## src/rtl/matmul_pkg.sv

```systemverilog
// Shared types and sizing helpers for the streaming matrix multiply engine.
package matmul_pkg;

  typedef enum logic [2:0] {
    IDLE = 3'd0,
    LOAD = 3'd1,
    MAC  = 3'd2,
    OUT  = 3'd3,
    DONE = 3'd4
  } state_e;

  // Element counts of A, B and C for a given shape.
  function automatic int a_elems(input int r_a, input int c_a);
    return r_a * c_a;
  endfunction

  function automatic int b_elems(input int c_a, input int c_b);
    return c_a * c_b;
  endfunction

  function automatic int c_elems(input int r_a, input int c_b);
    return r_a * c_b;
  endfunction

  // Accumulator width large enough that a full dot product never overflows.
  function automatic int acc_w(input int dw, input int c_a);
    return 2 * dw + $clog2(c_a) + 1;
  endfunction

  localparam int DEF_ACC_W = acc_w(16, 4);

endpackage

```

## src/rtl/matmul_stream_engine_if.sv

```systemverilog
// Operand/result stream bundle between the engine and its environment.
// Every stream is valid/ready: a beat transfers on a rising edge where both
// valid and ready are high; the sender holds valid and data stable until then,
// and the receiver may raise or drop ready at any time.
interface matmul_stream_engine_if
  import matmul_pkg::*;
#(
  parameter int DW    = 16,
  parameter int ACC_W = DEF_ACC_W,
  parameter int IW    = 16
);
  logic             start;
  logic             a_valid;
  logic             a_ready;
  logic [DW-1:0]    a_data;
  logic             b_valid;
  logic             b_ready;
  logic [DW-1:0]    b_data;
  logic             res_valid;
  logic             res_ready;
  logic [ACC_W-1:0] res_data;
  logic [IW-1:0]    res_i;
  logic [IW-1:0]    res_j;
  logic             res_last;
  logic             busy;
  logic             done;

  // Environment side: sources operands, sinks results.
  modport master (
    output start, a_valid, a_data, b_valid, b_data, res_ready,
    input  a_ready, b_ready, res_valid, res_data, res_i, res_j, res_last, busy, done
  );

  // Engine side.
  modport slave (
    input  start, a_valid, a_data, b_valid, b_data, res_ready,
    output a_ready, b_ready, res_valid, res_data, res_i, res_j, res_last, busy, done
  );
endinterface

```

## src/rtl/matmul_stream_engine_mac_unit.sv

```systemverilog
// Single signed multiply-accumulate: acc <= clr ? 0 : acc + sext(a*b) when en.
module mac_unit #(
  parameter int DW    = 16,
  parameter int ACC_W = 35
) (
  input  logic                    clk,
  input  logic                    rst_n,
  input  logic                    clr,
  input  logic                    en,
  input  logic signed [DW-1:0]    a,
  input  logic signed [DW-1:0]    b,
  output logic signed [ACC_W-1:0] acc
);
  logic [2*DW-1:0]         prod;
  logic signed [ACC_W-1:0] acc_d, acc_q;

  // Full-width product of sign-extended operands, then sign-extend into the accumulator.
  always_comb begin
    prod  = {{DW{a[DW-1]}}, a} * {{DW{b[DW-1]}}, b};
    acc_d = acc_q;
    if (clr) begin
      acc_d = '0;
    end else if (en) begin
      acc_d = acc_q + {{(ACC_W-2*DW){prod[2*DW-1]}}, prod};
    end
  end

  // Accumulator register.
  always_ff @(posedge clk or negedge rst_n) begin
    if (!rst_n) acc_q <= '0;
    else        acc_q <= acc_d;
  end

  assign acc = acc_q;
endmodule

```

## src/rtl/matmul_stream_engine.sv

```systemverilog
// Buffers A and B from two streams, computes C = A*B one product per cycle,
// and emits C row-major with row/column tags on a backpressured stream.
module matmul_stream_engine
  import matmul_pkg::*;
#(
  parameter int DW    = 16,
  parameter int R_A   = 2,
  parameter int C_A   = 4,
  parameter int C_B   = 2,
  parameter int ACC_W = acc_w(DW, C_A),
  parameter int IW    = 16
) (
  input  logic                   clk,
  input  logic                   rst_n,
  matmul_stream_engine_if.slave  io,
  output state_e                 dbg_state
);
  localparam int NA  = a_elems(R_A, C_A);
  localparam int NB  = b_elems(C_A, C_B);
  localparam int ACW = $clog2(NA + 1);
  localparam int BCW = $clog2(NB + 1);
  localparam int KW  = $clog2(C_A + 1);
  localparam int AAW = (NA > 1) ? $clog2(NA) : 1;
  localparam int BAW = (NB > 1) ? $clog2(NB) : 1;

  localparam logic [ACW-1:0] NA_C   = ACW'(NA);
  localparam logic [BCW-1:0] NB_C   = BCW'(NB);
  localparam logic [KW-1:0]  LAST_K = KW'(C_A - 1);
  localparam logic [IW-1:0]  LAST_I = IW'(R_A - 1);
  localparam logic [IW-1:0]  LAST_J = IW'(C_B - 1);

  state_e             state_d, state_q;
  logic [ACW-1:0]     a_cnt_d, a_cnt_q;
  logic [BCW-1:0]     b_cnt_d, b_cnt_q;
  logic [IW-1:0]      i_d, i_q, j_d, j_q;
  logic [KW-1:0]      k_d, k_q;
  logic signed [DW-1:0] a_buf_q [NA];
  logic signed [DW-1:0] b_buf_q [NB];

  logic               a_ready, b_ready, a_fire, b_fire;
  logic               res_last;
  logic               mac_clr, mac_en;
  logic [AAW-1:0]     a_addr;
  logic [BAW-1:0]     b_addr;
  logic signed [ACC_W-1:0] acc;

  assign a_ready  = (state_q == LOAD) && (a_cnt_q < NA_C);
  assign b_ready  = (state_q == LOAD) && (b_cnt_q < NB_C);
  assign a_fire   = io.a_valid && a_ready;
  assign b_fire   = io.b_valid && b_ready;
  assign res_last = (state_q == OUT) && (i_q == LAST_I) && (j_q == LAST_J);
  assign a_addr   = AAW'(int'(i_q) * C_A + int'(k_q));
  assign b_addr   = BAW'(int'(k_q) * C_B + int'(j_q));

  // Next-state, counters and MAC control.
  always_comb begin
    state_d = state_q;
    a_cnt_d = a_cnt_q;
    b_cnt_d = b_cnt_q;
    i_d     = i_q;
    j_d     = j_q;
    k_d     = k_q;
    mac_clr = 1'b0;
    mac_en  = 1'b0;
    case (state_q)
      IDLE: begin
        if (io.start) begin
          state_d = LOAD;
          a_cnt_d = '0;
          b_cnt_d = '0;
          i_d     = '0;
          j_d     = '0;
        end
      end
      LOAD: begin
        if (a_fire) a_cnt_d = a_cnt_q + ACW'(1);
        if (b_fire) b_cnt_d = b_cnt_q + BCW'(1);
        // Look at the post-transfer counts so the first MAC follows the last beat directly.
        if ((a_cnt_d == NA_C) && (b_cnt_d == NB_C)) begin
          state_d = MAC;
          i_d     = '0;
          j_d     = '0;
          k_d     = '0;
          mac_clr = 1'b1;
        end
      end
      MAC: begin
        mac_en = 1'b1;
        if (k_q == LAST_K) begin
          state_d = OUT;
          k_d     = '0;
        end else begin
          k_d = k_q + KW'(1);
        end
      end
      OUT: begin
        if (io.res_ready) begin
          if (res_last) begin
            state_d = DONE;
          end else begin
            state_d = MAC;
            mac_clr = 1'b1;
            if (j_q == LAST_J) begin
              j_d = '0;
              i_d = i_q + IW'(1);
            end else begin
              j_d = j_q + IW'(1);
            end
          end
        end
      end
      DONE: state_d = IDLE;
      default: state_d = IDLE;
    endcase
  end

  // Control state; reset abandons any job in flight.
  always_ff @(posedge clk or negedge rst_n) begin
    if (!rst_n) begin
      state_q <= IDLE;
      a_cnt_q <= '0;
      b_cnt_q <= '0;
      i_q     <= '0;
      j_q     <= '0;
      k_q     <= '0;
    end else begin
      state_q <= state_d;
      a_cnt_q <= a_cnt_d;
      b_cnt_q <= b_cnt_d;
      i_q     <= i_d;
      j_q     <= j_d;
      k_q     <= k_d;
    end
  end

  // Operand capture; buffer contents are deliberately left unreset.
  always_ff @(posedge clk) begin
    if (a_fire) a_buf_q[AAW'(a_cnt_q)] <= io.a_data;
    if (b_fire) b_buf_q[BAW'(b_cnt_q)] <= io.b_data;
  end

  mac_unit #(.DW(DW), .ACC_W(ACC_W)) u_mac (
    .clk   (clk),
    .rst_n (rst_n),
    .clr   (mac_clr),
    .en    (mac_en),
    .a     (a_buf_q[a_addr]),
    .b     (b_buf_q[b_addr]),
    .acc   (acc)
  );

  // The accumulator is idle during OUT, so it doubles as the result register.
  // The indices are likewise held until the handshake advances them.
  assign io.a_ready   = a_ready;
  assign io.b_ready   = b_ready;
  assign io.res_valid = (state_q == OUT);
  assign io.res_data  = acc;
  assign io.res_i     = i_q;
  assign io.res_j     = j_q;
  assign io.res_last  = res_last;
  assign io.busy      = (state_q != IDLE);
  assign io.done      = (state_q == DONE);
  assign dbg_state    = state_q;
endmodule

```

## src/flat_wrapper.sv

```systemverilog
// flat-port wrapper written by rule: the top's interface ports become plain ports
module matmul_stream_engine_flat import matmul_pkg::*;
#(
  parameter int DW    = 16,
  parameter int R_A   = 2,
  parameter int C_A   = 4,
  parameter int C_B   = 2,
  parameter int ACC_W = acc_w(DW, C_A),
  parameter int IW    = 16
)
  (clk, rst_n, dbg_state, io_start, io_a_valid, io_a_data, io_b_valid, io_b_data, io_res_ready, io_a_ready, io_b_ready, io_res_valid, io_res_data, io_res_i, io_res_j, io_res_last, io_busy, io_done);
  matmul_stream_engine_if #(.DW(DW), .ACC_W(ACC_W), .IW(IW)) io_i ();
  input  logic clk;
  input  logic rst_n;
  output state_e dbg_state;
  input wire logic [$bits(io_i.start)-1:0] io_start;
  input wire logic [$bits(io_i.a_valid)-1:0] io_a_valid;
  input wire logic [$bits(io_i.a_data)-1:0] io_a_data;
  input wire logic [$bits(io_i.b_valid)-1:0] io_b_valid;
  input wire logic [$bits(io_i.b_data)-1:0] io_b_data;
  input wire logic [$bits(io_i.res_ready)-1:0] io_res_ready;
  output wire logic [$bits(io_i.a_ready)-1:0] io_a_ready;
  output wire logic [$bits(io_i.b_ready)-1:0] io_b_ready;
  output wire logic [$bits(io_i.res_valid)-1:0] io_res_valid;
  output wire logic [$bits(io_i.res_data)-1:0] io_res_data;
  output wire logic [$bits(io_i.res_i)-1:0] io_res_i;
  output wire logic [$bits(io_i.res_j)-1:0] io_res_j;
  output wire logic [$bits(io_i.res_last)-1:0] io_res_last;
  output wire logic [$bits(io_i.busy)-1:0] io_busy;
  output wire logic [$bits(io_i.done)-1:0] io_done;
  assign io_i.start = io_start;
  assign io_i.a_valid = io_a_valid;
  assign io_i.a_data = io_a_data;
  assign io_i.b_valid = io_b_valid;
  assign io_i.b_data = io_b_data;
  assign io_i.res_ready = io_res_ready;
  assign io_a_ready = io_i.a_ready;
  assign io_b_ready = io_i.b_ready;
  assign io_res_valid = io_i.res_valid;
  assign io_res_data = io_i.res_data;
  assign io_res_i = io_i.res_i;
  assign io_res_j = io_i.res_j;
  assign io_res_last = io_i.res_last;
  assign io_busy = io_i.busy;
  assign io_done = io_i.done;
  matmul_stream_engine #(.DW(DW), .R_A(R_A), .C_A(C_A), .C_B(C_B), .ACC_W(ACC_W), .IW(IW)) u_core (.clk(clk), .rst_n(rst_n), .io(io_i), .dbg_state(dbg_state));
endmodule
```

## config.mk

```make
export PLATFORM = sky130hd
export DESIGN_NAME = matmul_stream_engine_flat
export DESIGN_NICKNAME = d
export VERILOG_FILES = /design/src/rtl/matmul_pkg.sv /design/src/rtl/matmul_stream_engine_if.sv /design/src/rtl/matmul_stream_engine_mac_unit.sv /design/src/rtl/matmul_stream_engine.sv /design/src/flat_wrapper.sv
export SDC_FILE = /design/constraint.sdc
export NUM_CORES = 1
export LEC_CHECK = 0
export CAP_MARGIN = 20
export CORE_MARGIN = 2
export CORE_UTILIZATION = 55
export DETAILED_ROUTE_END_ITERATION = 12
export GPL_TIMING_DRIVEN = 0
export PLACE_DENSITY_LB_ADDON = 0.08
export SLEW_MARGIN = 30
export SYNTH_ARGS = -nofsm -noshare
export SYNTH_HDL_FRONTEND = slang
export SYNTH_SLANG_ARGS = --single-unit
```

## constraint.sdc

```tcl
create_clock -name clk -period 11.2 [get_ports clk]
set_input_delay 2.24 -clock clk [delete_from_list [all_inputs] [get_ports clk]]
set_output_delay 2.24 -clock clk [all_outputs]
set_load 0.005 [all_outputs]
```

## Word level (Yosys, flattened, before mapping)

Memory sizes are Yosys's and may differ from the RTL's.
Cells that the tools add are included.

| word-level totals | value |
|---|---|
| flip-flop bits (word level) | 81 |
| bits in writable memories | 256 |
| input port bits | 38 |
| output and inout port bits | 76 |
| logic and storage cells | 90 |
| memories kept | 2 |

Memories:

| memory | words | bits a word | rd ports | clocked after memory_dff | wr ports | line | source |
|---|---|---|---|---|---|---|---|
| u_core.a_buf_q | 8 | 16 | 1 | 0 | 1 | matmul_stream_engine.sv:37 | `logic signed [DW-1:0] a_buf_q [NA];` |
| u_core.b_buf_q | 8 | 16 | 1 | 0 | 1 | matmul_stream_engine.sv:38 | `logic signed [DW-1:0] b_buf_q [NB];` |

| operators by class | value |
|---|---|
| add/sub/neg operators | 8 |
| $mul | 1 |
| magnitude comparators | 2 |
| eq/ne operators | 15 |
| muxes and demuxes | 37 |
| reduce and logical (&&, ||, !) cells | 18 |

Operators with widths:

| cell | number |
|---|---|
| $mux 16 | 8 |
| $pmux 16 s3 | 2 |
| $mux 35 | 2 |
| $add 35x35->35 | 1 |
| $add 16x1->16 const B | 2 |
| $eq 16x1->1 const B | 2 |
| $mul 16x16->32 | 1 |
| $mux 3 | 7 |
| $mux 4 | 5 |
| $pmux 4 s2 | 2 |
| $pmux 3 s4 | 1 |
| $eq 3x2->1 const B | 3 |
| $add 4x1->4 const B | 2 |
| $eq 4x4->1 const B | 2 |
| $lt 4x4->1 const B | 2 |
| $mux 1 | 8 |
| $ne 2x2->1 const B | 4 |
| $logic_and 1x1->1 | 7 |
| $add 3x3->3 | 2 |
| $pmux 3 s2 | 1 |
| $reduce_and 6->1 | 1 |
| $reduce_bool 2->1 | 3 |
| $reduce_bool 3->1 | 2 |
| $reduce_and 5->1 | 1 |
| 8 further kinds | 10 |

## Longest topological paths before layout

| depth | value |
|---|---|
| depth in word-level cells | 10 |
| mapped depth | 41 |

## Hierarchy

From an unflattened synthesis, not the netlist that was laid out.

| unflattened totals | value |
|---|---|
| cells, all modules | 2,143 |
| area, all modules | 25,271.7 µm² |

By module, submodules not included:

| module | instances | cells each | area each (µm²) |
|---|---|---|---|
| mac_unit | 1 | 1,416 | 12,783.5 |
| matmul_stream_engine | 1 | 727 | 12,488.2 |

## Worst setup path before layout

Ideal clock, no wire load.

| path | value |
|---|---|
| kind | register to register |
| start | reg u_core.k_q[0] |
| end | reg u_core.u_mac.acc_q[34] (netlist: u_core.u_mac.acc[34]) |
| data arrival time | 9.570 ns |
| data required time | 11.082 ns |
| path slack | 1.511 ns |
| stages on the path, launching flop included | 38 |
| path buffers | 3 |
| period minus slack after synthesis | 9.689 ns |
| path through | dfrtp_1 > clkbuf_1 > buf_1 > buf_1 > mux4_2 > mux2i_1 > nor2_1 > fa_1 > inv_1 > fa_1 > fa_1 > inv_1 > fa_1 > fa_1 > inv_1 > fa_1 > inv_1 > ha_1 > [2 not listed] > nand2_1 > o311ai_0 > o21ai_1 > o21ai_0 > nor2_1 > nor2_1 > nor2_1 > nor2_1 > xnor2_1 > ha_1 > a2111oi_0 > o2111ai_1 > nand2_1 > a211o_1 > o21ai_0 > xnor2_1 > a21o_1 > a21o_1 |

| on the way | value |
|---|---|
| word-level cells in the longest chain between the ends | 6 |
| elaborated cells on any way between the ends | 8 |
| those cells by class | add/sub (3); mul (1); mux (2); memory (2) |

RTL lines:

| what | line | source |
|---|---|---|
| from (decl) | matmul_stream_engine.sv:36 | `logic [KW-1:0] k_d, k_q;` |
| from (signal assigned) | matmul_stream_engine.sv:132 | `k_q <= k_d;` |
| $add 3x3->3 (on tied branches) | matmul_stream_engine.sv:52, matmul_stream_engine.sv:53 |  |
| $mem_v2 8x16 (on tied branches) | -- |  |
| $mul 16x16->32 (*) | matmul_stream_engine_mac_unit.sv:19 | `prod = {{DW{a[DW-1]}}, a} * {{DW{b[DW-1]}}, b};` |
| $add 35x35->35 (*) | matmul_stream_engine_mac_unit.sv:24 | `acc_d = acc_q + {{(ACC_W-2*DW){prod[2*DW-1]}}, prod};` |
| $mux 35 (*) | matmul_stream_engine_mac_unit.sv:23 | `end else if (en) begin` |
| $mux 35 (*) | matmul_stream_engine_mac_unit.sv:21 | `if (clr) begin` |
| to (signal assigned) | matmul_stream_engine_mac_unit.sv:30 | `if (!rst_n) acc_q <= '0;` |
| to (signal assigned) | matmul_stream_engine_mac_unit.sv:31 | `else acc_q <= acc_d;` |
| to (decl) | matmul_stream_engine_mac_unit.sv:15 | `logic signed [ACC_W-1:0] acc_d, acc_q;` |

Mark *: on every way between the ends. The rest lies on a longest branch, timed or not. The select of a mux whose other input is x is not followed.
A chain may end at the register's enable or synchronous reset.

## Final worst setup path

Ends and elaborated chain as after synthesis.

==> flow_results.org <==
** STA
- The number of endpoints with negative hold slack in the final report was 0.
- Final Skew :: 20.9 ps
- Final clock period utilization by the worst path :: 95.7%
- Final Critical Period :: 10720 ps
- Final-report setup violation count :: 0
- Setup Total Neg Slack :: 0 ps
- Actual slew at the worst max-slew pin :: 1090 ps
- Number of max-slew violations in the final report :: 0
- Post-route worst setup slack :: 481 ps
- RSZ-0062 raised after global routing :: true
- Normalized max-slew margin :: 25.4%
- Max Clk Rate :: 93.3 MHz

** Clock tree
- H-tree depth :: 2
- Buffers inserted during clock tree synthesis total 37.
- The later pin in the worst-skew pair is clocked with a latency of 560 ps.
- Clock tree from TritonCTS :: yes
- Clock buffer depth :: 3
- CTS placed an instance of clkbuf_16 at the clock tree root.
- The clock net in this run drives a total of 337 sinks.
- CTS clk-pin slew, worst paths :: 50 ps
- Count of buffers added by post-CTS timing repair for setup :: 0

** Outcome
- The run finished with clean final reports.

** Yosys
- During synthesis, Yosys emitted a total of 0 warnings.
- Counting every net in the synthesized netlist gives 2539.
- Yosys mapped the design onto 70 distinct sky130hd cell types.
- Post-synthesis async set-or-reset flop share :: 24.0%
- In this run, synthesis inferred 256 flip-flops with an integrated enable.
- Flip-flop and latch count after synthesis :: 337
- Synthesized netlist cell count :: 2113
- Cell Area, Synth :: 24800 sq um
- For this run, the register share of the synthesized area comes to 39.2%.
- Primary flip-flop cell chosen by synthesis mapping :: edfxtp_1
- Each instance of the synthesized netlist takes up on average 11.7 sq um.

** Finish
- The repair_antennas step left the layout with diodes totalling 0.
- Nets :: 2707
- Share of cells above drive strength 1 :: 9.97%
- The area growth from synthesis to layout is 14.2%.
- Excluding fillers, the count of instances in the completed layout stands at 2899.
- Registers take 9710 sq um.
- Multi-input gate area :: 13800 sq um
- Fill cell count :: 3493

** Placed design
- Hpwl dp :: 45.2 mm
- Final RePlAce weighted congestion :: 0.893
- Count of placed standard cells including taps :: 2836
- IO buf count :: 113
- Worst slack at placement :: -456 ps

** Drt
- The routed design has 57.7 mm of wire.
- DRC :: 0
- Routed Antenna Nets :: 0
- After detailed routing, the number of vias per cell comes to 5.63.
- Total vias in the final route :: 16.3k
- First drt pass iteration count :: 5
- In the final routed layout, each cell accounts on average for 19.9 microns.
- The first routing iteration left 1083 violations.

** Global routing
- Overflow left after global routing :: 0
- Global routing used 25.7% of the available tracks across all layers.
- Most crowded layer after global routing :: met2
- Entering global routing, the biggest net connects 43 pins.
- The first global-routing pass estimated 92.5 mm of wire.
- The number of global-route vias before repair came to 17.1k.
- Grt met2 use :: 44.1%
- Global routing used 34.5% of the available met1 tracks.
- Global-route met3 utilization :: 3.47%
- Initial antenna violation count :: 0

** Floorplan
- During I/O placement, the number of pins put on the boundary was 114.
- The die is 216 microns wide.
- Row generation in the floorplan step produced 77 rows.
- The die covers 46700 sq um.
- Height of the die :: 216 microns
- The core region is 44300 sq um.
- Starting Density :: 55.9%

** Run
- Max-cap violations in this run came to 0.

** Setup path
- Worst path slowest cell :: a2111oi_1
- Nature of the critical path startpoint :: register
- Tracing the worst setup path back leads to its startpoint at u_core.k_q[0].
- Worst endpoint required time :: 11630 ps
- Critical path endpoint category :: register
- Among the stages of the critical path, the cell type that occurs most often is fa_1.
- Worst Path Max Fanout :: 10
- The largest single stage delay on the critical path is 600 ps.
- For the worst setup path, the data arrival time is 11150 ps.
- Setup slack on the worst reg-to-reg path comes out at 480 ps.
- Crit path kind :: reg2reg
- In this run the critical register-to-register path is launched from u_core.k_q[0].

** Hold path
- Hold Path Origin :: u_core.u_mac.acc[34]
- Hold/Removal Path Class :: reg2reg
[layout make-up]
cell class,count,area share (%)
repair buffers,131,4.61
clock inverters,18,0.708
inverters,329,4.37
flip-flops and latches,337,34.3
plain buffers,54,0.907
clock buffers,47,3.52
multi-input cells,1391,48.9
well taps,592,2.62
[critical path, delay by kind of cell (launching register included)]
family,cells,cell delay (ps)
AOI/OAI and AO/OA,11,2900
xor gates and xnor gates,4,780
adders and majority gates,9,3910
buffers and inverters,6,920
DFF,1,500
muxes,2,840
and+or+nand+nor,7,730
[cell usage after synthesis (5+ instances only)]
library cell	n	share of area, %
a31oi_1	5	0.13
a21oi_1	59	1.2
o21a_1	14	0.42
nand2_1	204	3.1
dfrtp_1	81	8.2
mux4_2	64	5.8
a21o_1	33	1.0
xnor2_1	39	1.4
o21ai_0	79	1.6
a211oi_1	6	0.18
mux2i_1	30	1.2
nor4_1	7	0.18
nor2_1	193	2.9
nand3_1	30	0.61
mux2_2	21	0.95
fa_1	263	21
edfxtp_1	256	31
nor3_1	23	0.46
and2_1	12	0.30
or3_1	12	0.30
a211o_1	5	0.18
nor2b_1	8	0.20
xor2_1	46	1.6
ha_1	125	6.3
nand4_1	13	0.33
inv_1	328	5.0
o211ai_1	6	0.18
nand2b_1	27	0.68
buf_1	13	0.20
and3_1	11	0.28
clkbuf_1	39	0.59
[stage by stage]
step / hold WS, ps / cell area, sq um / util [%]
after floorplan: 495 / 24800 / -
after global placement: 495 / 26600 / 60.1
after detailed placement: 497 / 27000 / 60.8
after CTS: 513 / 28200 / 63.7
after global routing: 536 / 28300 / 63.8
final: 507 / 28300 / 63.8
[routing by layer]
layer	routed length, microns	part of all wire, %
met1	23900	41
met2	29700	51
met3	2660	4.6
met4	1510	2.6
met5	0	0
[path summary, 6_finish.rpt]
check | end | cells after the start
min reg2reg | u_core.u_mac.acc[34] | 1
min | u_core.u_mac.acc[34] | 1
max reg2reg | u_core.u_mac.acc[34] | 39
max in group asynchronous | u_core.u_mac.acc[2] | 2
min in group asynchronous | u_core.io.res_j[3] | 1
max | u_core.u_mac.acc[34] | 39
[cell families (layout without fill, tap and decap cells)]
family | Yosys count | in the layout | synth area share, %
AO/OA/AOI/OAI | 245 | 245 | 6.28
XOR/XNOR | 85 | 85 | 3.01
adder cells (fa/ha/maj) | 388 | 388 | 27.6
buffers and inverters | 385 | 579 | 5.90
flip-flops | 337 | 337 | 39.2
multiplexers | 117 | 117 | 8.08
AND/OR/NAND/NOR | 556 | 556 | 9.94
[cell usage in the layout (no fill, tap or decap), types with 27 or more instances in the layout]
| master | synthesis | layout |
|---|---|---|
| xor2_1 | 46 | 46 |
| nand2_1 | 204 | 204 |
| ha_1 | 125 | 125 |
| xnor2_1 | 39 | 38 |
| fa_1 | 263 | 263 |
| mux4_2 | 64 | 64 |
| nand2b_1 | 27 | 27 |
| nor2_1 | 193 | 184 |
| edfxtp_1 | 256 | 256 |
| a21oi_1 | 59 | 59 |
| clkdlybuf4s50_1 | 0 | 112 |
| inv_1 | 328 | 328 |
| dfrtp_1 | 81 | 81 |
| nand3_1 | 30 | 30 |
| clkbuf_1 | 39 | 38 |
| a21o_1 | 33 | 33 |
| o21ai_0 | 79 | 79 |
| clkbuf_16 | 0 | 38 |
[timing repair]
action | 4_1_cts | 5_1_grt
pin swaps | 0 | 0
hold buffers | 0 | 0
resized for setup | 16 | 26
gates cloned | 0 | 0
hold endpoints to repair | 0 | 0
endpoints found under the setup margin | 6 | 10
[state kept, by name, summed over array words and instances (netlist names)]
| register | flops |
|---|---|
| u_core.io.res_i | 16 |
| u_core.a_cnt_q | 4 |
| u_core.k_q | 3 |
| u_core.b_cnt_q | 4 |
| u_core.a_buf_q | 128 |
| u_core.io.res_j | 16 |
| u_core.dbg_state | 3 |
| u_core.u_mac.acc | 35 |
| u_core.b_buf_q | 128 |
Power is not shown: default switching activity piles up to over one toggle a cycle in this logic, so the estimate is an artifact.
